<file path="src/rtl/regfile_read_port_if.sv">
// Request/response bus between the control unit and the register-file read port.
// The control unit drives the request side and consumes the response side.
interface regfile_read_port_if #(
  parameter int DATA_WIDTH = 16
);
  logic                  req_valid;
  logic                  req_ready;
  logic [2:0]            req_sr1;
  logic [2:0]            req_sr2;
  logic                  rsp_valid;
  logic                  rsp_ready;
  logic [DATA_WIDTH-1:0] rsp_sr1_data;
  logic [DATA_WIDTH-1:0] rsp_sr2_data;

  modport master (
    output req_valid, req_sr1, req_sr2, rsp_ready,
    input  req_ready, rsp_valid, rsp_sr1_data, rsp_sr2_data
  );

  modport slave (
    input  req_valid, req_sr1, req_sr2, rsp_ready,
    output req_ready, rsp_valid, rsp_sr1_data, rsp_sr2_data
  );
endinterface

</file>
<file path="src/rtl/regfile_read_port.sv">
// Read-side companion of the eight-entry LC-3 register file.
// Accepts two-source read requests and returns both operands through a
// 2-entry registered response buffer (circular head/tail, count 0..2).
// Optional feature macro: REGREAD_BYPASS_EN -- when defined, register writes
// are forwarded into captured and queued operands so they never go stale.
module regfile_read_port #(
  parameter int DATA_WIDTH = 16
) (
  input  logic                  clk,
  input  logic                  reset,
  input  logic [DATA_WIDTH-1:0] reg1_in,
  input  logic [DATA_WIDTH-1:0] reg2_in,
  input  logic [DATA_WIDTH-1:0] reg3_in,
  input  logic [DATA_WIDTH-1:0] reg4_in,
  input  logic [DATA_WIDTH-1:0] reg5_in,
  input  logic [DATA_WIDTH-1:0] reg6_in,
  input  logic [DATA_WIDTH-1:0] reg7_in,
  input  logic [DATA_WIDTH-1:0] reg8_in,
  input  logic [DATA_WIDTH-1:0] wr_data,
  input  logic [7:0]            ld_reg,
  input  logic                  clr_err,
  output logic                  ld_err,
  regfile_read_port_if.slave    bus
);

  // More than one write enable active in the same cycle.
  function automatic logic multi_hot(input logic [7:0] v);
    return (v & (v - 8'd1)) != 8'd0;
  endfunction

  logic [DATA_WIDTH-1:0] regs_s [8];
  logic [DATA_WIDTH-1:0] sr1_data_r [2];
  logic [DATA_WIDTH-1:0] sr2_data_r [2];
  logic [DATA_WIDTH-1:0] cap1_s;
  logic [DATA_WIDTH-1:0] cap2_s;
  logic [1:0]            count_r;
  logic                  head_r;
  logic                  tail_r;
  logic                  push_s;
  logic                  pop_s;

  assign regs_s[0] = reg1_in;
  assign regs_s[1] = reg2_in;
  assign regs_s[2] = reg3_in;
  assign regs_s[3] = reg4_in;
  assign regs_s[4] = reg5_in;
  assign regs_s[5] = reg6_in;
  assign regs_s[6] = reg7_in;
  assign regs_s[7] = reg8_in;

  // Ready depends on occupancy only: no pass-through when the buffer is full.
  assign bus.req_ready    = (count_r != 2'd2);
  assign bus.rsp_valid    = (count_r != 2'd0);
  assign bus.rsp_sr1_data = sr1_data_r[head_r];
  assign bus.rsp_sr2_data = sr2_data_r[head_r];

  assign push_s = bus.req_valid & bus.req_ready;
  assign pop_s  = bus.rsp_valid & bus.rsp_ready;

`ifdef REGREAD_BYPASS_EN
  logic [2:0] sr1_idx_r [2];
  logic [2:0] sr2_idx_r [2];
  logic [1:0] occ_s;

  // Which entries currently hold a live operand pair.
  always_comb begin
    occ_s    = 2'b00;
    occ_s[0] = (count_r == 2'd2) || ((count_r == 2'd1) && !head_r);
    occ_s[1] = (count_r == 2'd2) || ((count_r == 2'd1) && head_r);
  end

  // Capture value: a register written this cycle is taken from the write bus.
  always_comb begin
    cap1_s = regs_s[bus.req_sr1];
    cap2_s = regs_s[bus.req_sr2];
    if (ld_reg[bus.req_sr1]) begin
      cap1_s = wr_data;
    end else begin
      cap1_s = regs_s[bus.req_sr1];
    end
    if (ld_reg[bus.req_sr2]) begin
      cap2_s = wr_data;
    end else begin
      cap2_s = regs_s[bus.req_sr2];
    end
  end

  // Entry storage: refresh live entries on matching writes, then fill the tail.
  always_ff @(posedge clk or negedge reset) begin
    if (!reset) begin
      for (int i = 0; i < 2; i++) begin
        sr1_idx_r[i]  <= 3'd0;
        sr2_idx_r[i]  <= 3'd0;
        sr1_data_r[i] <= '0;
        sr2_data_r[i] <= '0;
      end
    end else begin
      for (int i = 0; i < 2; i++) begin
        if (occ_s[i] && ld_reg[sr1_idx_r[i]]) sr1_data_r[i] <= wr_data;
        if (occ_s[i] && ld_reg[sr2_idx_r[i]]) sr2_data_r[i] <= wr_data;
      end
      if (push_s) begin
        sr1_idx_r[tail_r]  <= bus.req_sr1;
        sr2_idx_r[tail_r]  <= bus.req_sr2;
        sr1_data_r[tail_r] <= cap1_s;
        sr2_data_r[tail_r] <= cap2_s;
      end
    end
  end
`else
  logic unused_s;
  assign unused_s = ^wr_data;

  // Capture value: pre-write register outputs as sampled at the accept edge.
  always_comb begin
    cap1_s = regs_s[bus.req_sr1];
    cap2_s = regs_s[bus.req_sr2];
  end

  // Entry storage: written once on accept, never modified afterwards.
  always_ff @(posedge clk or negedge reset) begin
    if (!reset) begin
      for (int i = 0; i < 2; i++) begin
        sr1_data_r[i] <= '0;
        sr2_data_r[i] <= '0;
      end
    end else if (push_s) begin
      sr1_data_r[tail_r] <= cap1_s;
      sr2_data_r[tail_r] <= cap2_s;
    end
  end
`endif

  // Occupancy and circular pointers.
  always_ff @(posedge clk or negedge reset) begin
    if (!reset) begin
      count_r <= 2'd0;
      head_r  <= 1'b0;
      tail_r  <= 1'b0;
    end else begin
      if (push_s) tail_r <= ~tail_r;
      if (pop_s)  head_r <= ~head_r;
      case ({push_s, pop_s})
        2'b10:   count_r <= count_r + 2'd1;
        2'b01:   count_r <= count_r - 2'd1;
        default: count_r <= count_r;
      endcase
    end
  end

  // Sticky multi-write error; a new error wins over a same-cycle clear.
  always_ff @(posedge clk or negedge reset) begin
    if (!reset) begin
      ld_err <= 1'b0;
    end else if (multi_hot(ld_reg)) begin
      ld_err <= 1'b1;
    end else if (clr_err) begin
      ld_err <= 1'b0;
    end
  end

endmodule
</file>
<file path="src/flat_wrapper.sv">
// flat-port wrapper written by rule: the top's interface ports become plain ports
module regfile_read_port_flat 
#(
  parameter int DATA_WIDTH = 16
)
  (clk, reset, reg1_in, reg2_in, reg3_in, reg4_in, reg5_in, reg6_in, reg7_in, reg8_in, wr_data, ld_reg, clr_err, ld_err, bus_req_valid, bus_req_sr1, bus_req_sr2, bus_rsp_ready, bus_req_ready, bus_rsp_valid, bus_rsp_sr1_data, bus_rsp_sr2_data);
  regfile_read_port_if #(.DATA_WIDTH(DATA_WIDTH)) bus_i ();
  input  logic clk;
  input  logic reset;
  input  logic [DATA_WIDTH-1:0] reg1_in;
  input  logic [DATA_WIDTH-1:0] reg2_in;
  input  logic [DATA_WIDTH-1:0] reg3_in;
  input  logic [DATA_WIDTH-1:0] reg4_in;
  input  logic [DATA_WIDTH-1:0] reg5_in;
  input  logic [DATA_WIDTH-1:0] reg6_in;
  input  logic [DATA_WIDTH-1:0] reg7_in;
  input  logic [DATA_WIDTH-1:0] reg8_in;
  input  logic [DATA_WIDTH-1:0] wr_data;
  input  logic [7:0] ld_reg;
  input  logic clr_err;
  output logic ld_err;
  input wire logic [$bits(bus_i.req_valid)-1:0] bus_req_valid;
  input wire logic [$bits(bus_i.req_sr1)-1:0] bus_req_sr1;
  input wire logic [$bits(bus_i.req_sr2)-1:0] bus_req_sr2;
  input wire logic [$bits(bus_i.rsp_ready)-1:0] bus_rsp_ready;
  output wire logic [$bits(bus_i.req_ready)-1:0] bus_req_ready;
  output wire logic [$bits(bus_i.rsp_valid)-1:0] bus_rsp_valid;
  output wire logic [$bits(bus_i.rsp_sr1_data)-1:0] bus_rsp_sr1_data;
  output wire logic [$bits(bus_i.rsp_sr2_data)-1:0] bus_rsp_sr2_data;
  assign bus_i.req_valid = bus_req_valid;
  assign bus_i.req_sr1 = bus_req_sr1;
  assign bus_i.req_sr2 = bus_req_sr2;
  assign bus_i.rsp_ready = bus_rsp_ready;
  assign bus_req_ready = bus_i.req_ready;
  assign bus_rsp_valid = bus_i.rsp_valid;
  assign bus_rsp_sr1_data = bus_i.rsp_sr1_data;
  assign bus_rsp_sr2_data = bus_i.rsp_sr2_data;
  regfile_read_port #(.DATA_WIDTH(DATA_WIDTH)) u_core (.clk(clk), .reset(reset), .reg1_in(reg1_in), .reg2_in(reg2_in), .reg3_in(reg3_in), .reg4_in(reg4_in), .reg5_in(reg5_in), .reg6_in(reg6_in), .reg7_in(reg7_in), .reg8_in(reg8_in), .wr_data(wr_data), .ld_reg(ld_reg), .clr_err(clr_err), .ld_err(ld_err), .bus(bus_i));
endmodule
</file>
<file path="config.mk">
export PLATFORM = sky130hd
export DESIGN_NAME = regfile_read_port_flat
export DESIGN_NICKNAME = d
export VERILOG_FILES = /design/src/rtl/regfile_read_port_if.sv /design/src/rtl/regfile_read_port.sv /design/src/flat_wrapper.sv
export SDC_FILE = /design/constraint.sdc
export NUM_CORES = 1
export LEC_CHECK = 0
export CORE_UTILIZATION = 46
export DETAILED_ROUTE_END_ITERATION = 10
export PLACE_DENSITY = 0.88
export REMOVE_ABC_BUFFERS = 1
export SYNTH_ARGS = -nofsm -noshare
export SYNTH_HDL_FRONTEND = slang
export SYNTH_SLANG_ARGS = --single-unit
</file>
<file path="constraint.sdc">
create_clock -name clk -period 1.65 [get_ports clk]
set_input_delay 0.495 -clock clk [delete_from_list [all_inputs] [get_ports clk]]
set_output_delay 0.495 -clock clk [all_outputs]
set_load 0.01 [all_outputs]
</file>
Yosys cells after proc, flatten, opt, wreduce, memory -nomap -nowiden
Cells that the tools add are included.

Input port bits: 163. Flip-flop bits (word level): 69. Word-level logic and storage cells: 52. Output and inout port bits: 35.

Reductions and logical operators: 5. Eq/ne operators: 3. Muxes and demuxes: 19. $add $sub $neg: 3. Magnitude comparators: 5. Bitwise logic cells: 9.

Operators by type and width (number): $mux W16 (11); $bmux W16 S3 (2); $bwmux W32 (2); $demux W16 S1 (1); $and A8 B8 Y8 (1); $ge A4 B4 Y1 const B (2); $not A3 Y4 (2); $reduce_bool A8 Y1 (1); $sub A8 B1 Y8 const B (1); $reduce_bool A2 Y1 (3); $ge A2 B2 Y1 const B (2); $not A1 Y2 (2); $pmux W2 S2 (1); $add A2 B1 Y2 const B (1); $and A1 B1 Y1 (2); $eq A2 B1 Y1 const B (1); $eq A2 B2 Y1 const B (1); $lt A2 B1 Y1 const B (1); $mux W1 (2); $ne A2 B2 Y1 const B (1); $not A1 Y1 (2); $sub A2 B1 Y2 const B (1); $logic_and A1 B1 Y1 (1).

Depth between registers and ports, before layout
Depth after elaboration: 6. Depth in mapped cells: 7. Mapped depth without buffers: 7.

Worst setup path after synthesis
Ideal clock, no wire load.

Path type: reg-to-output. Start: register u_core.head_r. End: output bus_rsp_sr1_data[0]. Stages on the path, launching flop included: 4. Arrival time: 1.104 ns. Data required time: 1.155 ns. Setup slack: 0.051 ns. Path through: dfrtp_1 -> clkbuf_1 -> buf_2 -> mux2_2.

Word-level cells in the longest chain between the ends: 4.

RTL lines: start, declared (line regfile_read_port.sv:37) `logic head_r;`; start signal, assigned (line regfile_read_port.sv:142) `if (pop_s) head_r <= ~head_r;`; $not A1 Y2 (not written as such) (line regfile_read_port.sv:54) `assign bus.rsp_sr1_data = sr1_data_r[head_r];`; $mux W16 (not written as such) (3 in a row) (line regfile_read_port.sv:54); end, declared (line flat_wrapper.sv:28) `output wire logic [$bits(bus_i.rsp_sr1_data)-1:0] bus_rsp_sr1_data;`.

No other way between the ends. The select of a mux whose other input is x is not followed.

Worst setup path in the final report
Start: register u_core.head_r. End: output bus_rsp_sr2_data[6].

Word-level cells in the longest chain between the ends: 4.

RTL lines: $not A1 Y2 (not written as such) (line regfile_read_port.sv:55) `assign bus.rsp_sr2_data = sr2_data_r[head_r];`; $mux W16 (not written as such) (3 in a row) (line regfile_read_port.sv:55); end, declared (line flat_wrapper.sv:29) `output wire logic [$bits(bus_i.rsp_sr2_data)-1:0] bus_rsp_sr2_data;`.

No other way between the ends. The select of a mux whose other input is x is not followed.

==> reports/results.txt <==
pin count of the biggest net entering global routing: 66
most frequent cell after synthesis: o31ai_1
DR vias/cell: 6.704
Detail Route Antenna Nets: 0
Max-Cap Viols: 0
CTS Root Cell: clkbuf_16
Starting DRT DRC Count: 597
CP Launch Type: register
FILL cells: 785
Cells after DPL: 827
Final Critical Period: 2076 ps
RSZ-0062 raised after global routing: true
final number of setup-violating endpoints: 35
Worst EP required: 1150 ps
Post-Route WL: 20040 um
Min Hold Slack: 74.46 ps
relative slew slack: 62.17%
CP Max Fanout: 4
final worst-path cycle share: 125.8%
H-tree depth: 3
Post-synth EDFFs: 0
maximum vdd drop: 0.0008091 V
Seq/Total Area, Yosys: 31.58%
clock-pin slew on the worst setup and hold paths: 60 ps
largest cells by area after synthesis: dfrtp_1, mux2_2, o31ai_1
I/O Buffers: 181
failing checks: DRC, setup timing
vias in the first global route: 6026
endpoints failing hold: 0
CTS Buf Count: 9
Worst Path Arrival: 1580 ps
setup tns final: -11450 ps
gpl congestion: 0.8204
TritonCTS clock tree: done
outcome: finished with violations
DRC viols: 22
nets@finish: 873
routed vias: 5732
Synth Register Bits: 69
Cell Area, Placed: 7662 sq um
Yosys top cell area share: 31.58%
Die Ht: 111.0 um
core area: 11520 sq um
Layout Utilization: 72.15%
footprint of the multi-input gates: 3517 sq um
P per Cell Area: 1443 nW/um^2
Post-Place Worst Slack: -695.4 ps
Post-Layout Cell Count: 855
synthesized area: 5468 sq um
initial antenna violation count: 0
setup slack after layout: -425.7 ps
Static Leak: 3.553 nW
clk_lat worst skew: 340 ps
Post-Syn Instances: 514
Sink Count: 69
global-route wire length before repair: 30960 um
Worst-Margin Slew: 567.5 ps
Rows: 39
Yosys Warn Count: 0
Total GRT Usage: 32.05%
clk buf depth: 2
fraction of layout cells with a size suffix above 1: 31.46%
Initial Util: 47.48%
DRT Pass-1 Iters: 8
Synth top cells by count: o31ai_1, mux2_2, dfrtp_1
post-synthesis area per instance: 10.64 sq um
Async SR Flop Fraction: 100.0%
Clock Skew: 7.471 ps
Die Area: 12330 sq um
Reg area: 1728 sq um
critical path capture point type: primary output
GR Overflow Total: 0
wire length per cell: 23.44 um
IO Count: 198
Slew Viols, Final: 0
CP Class: register to primary output
fmax: 481.8 MHz
Synth Flop Type: dfrtp_1
power consumption: 11.99 mW
count of different cell masters after synthesis: 31
diode count: 0
worst min path class: input port to async pin
Die W: 111.0 um
Yosys top cell by area: dfrtp_1
R2R cell count: 6
DP HPWL: 13120 um
Finished Cell Area: 8309 sq um
synthesis-to-layout area growth: 51.97%
per-layer routing:
| layer | global-route usage, % | up-vias | part of all wire, % |
|---|---|---|---|
| li1 | - | 2468 | - |
| met1 | 37.84 | 2764 | 37 |
| met2 | 54.59 | 401 | 49 |
| met3 | 7.162 | 99 | 9.1 |
| met4 | 16.58 | 0 | 4.8 |
| met5 | 0 | - | 0 |
logic make-up (layout without fill, tap and decap cells):
| family | count (synthesis) | in the layout | share of synthesized area [%] |
|---|---|---|---|
| compound gates | 200 | 200 | 27.35 |
| xor+xnor | 4 | 4 | 0.6408 |
| fa+ha+maj | 1 | 1 | 0.2288 |
| buf+inv | 61 | 259 | 6.682 |
| flops | 69 | 69 | 31.58 |
| mux | 160 | 160 | 31.49 |
| simple gates | 19 | 19 | 2.037 |
cell type report:
class,instances,share of cell area [%]
clock buffer,11,2.921
clock inverter,3,0.1807
inverter,4,0.1807
multi-input combinational,384,42.33
sequential,69,20.80
tap,143,2.153
timing repair buffer,241,31.44
sequential cells by signal, indices dropped and copies added (netlist names):
| signal | count |
|---|---|
| u_core.sr1_data_r | 32 |
| u_core.tail_r | 1 |
| u_core.sr2_data_r | 32 |
| u_core.count_r | 2 |
| u_core.ld_err | 1 |
| u_core.head_r | 1 |
worst max-delay path, stage by stage (launching register included):
cell and delay [ps]:
dfrtp_2 440, buf_12 140, buf_16 120, buf_6 110, mux2_4 300, buf_6 120
final timing paths:
path                                        from               endpoint  slack (ps)
max                                u_core.head_r    bus_rsp_sr2_data[6]        -430
min                                        reset  u_core.sr2_data_r[20]          70
max reg2reg                    u_core.count_r[1]      u_core.count_r[1]          50
min reg2reg                u_core.sr2_data_r[25]  u_core.sr2_data_r[25]         500
max in group asynchronous                  reset   u_core.sr1_data_r[3]        1060
min in group clk           u_core.sr2_data_r[25]  u_core.sr2_data_r[25]         500
cells in the final DEF (no fill, tap or decap), types with 4 or more instances in the layout:
cell and count:
mux2_4 19, buf_6 38, dlygate4sd2_1 4, buf_12 21, dfrtp_1 68, mux2_2 77, mux2i_1 64, buf_4 36
o22ai_1 34, clkdlybuf4s50_1 139, nand2_1 4, o31ai_2 5, a22o_1 32, clkbuf_16 9, o31ai_1 123
repair_timing:
item	CTS	global route
cloned	2	0
pin swaps	3	3
resized for setup	177	34
hold buffers	0	0
buffers inserted	8	4
setup endpoints to repair	99	83
power by group:
| part | internal (mW) | total (mW) | leakage [nW] | switching, mW |
|---|---|---|---|---|
| clock network | 1.03 | 1.74 | 0.131 | 0.710 |
| logic | 3.95 | 7.20 | 2.58 | 3.26 |
| registers | 2.54 | 3.04 | 0.838 | 0.499 |
| total | 7.52 | 12.0 | 3.55 | 4.47 |
(Power assumes the default switching activity.)
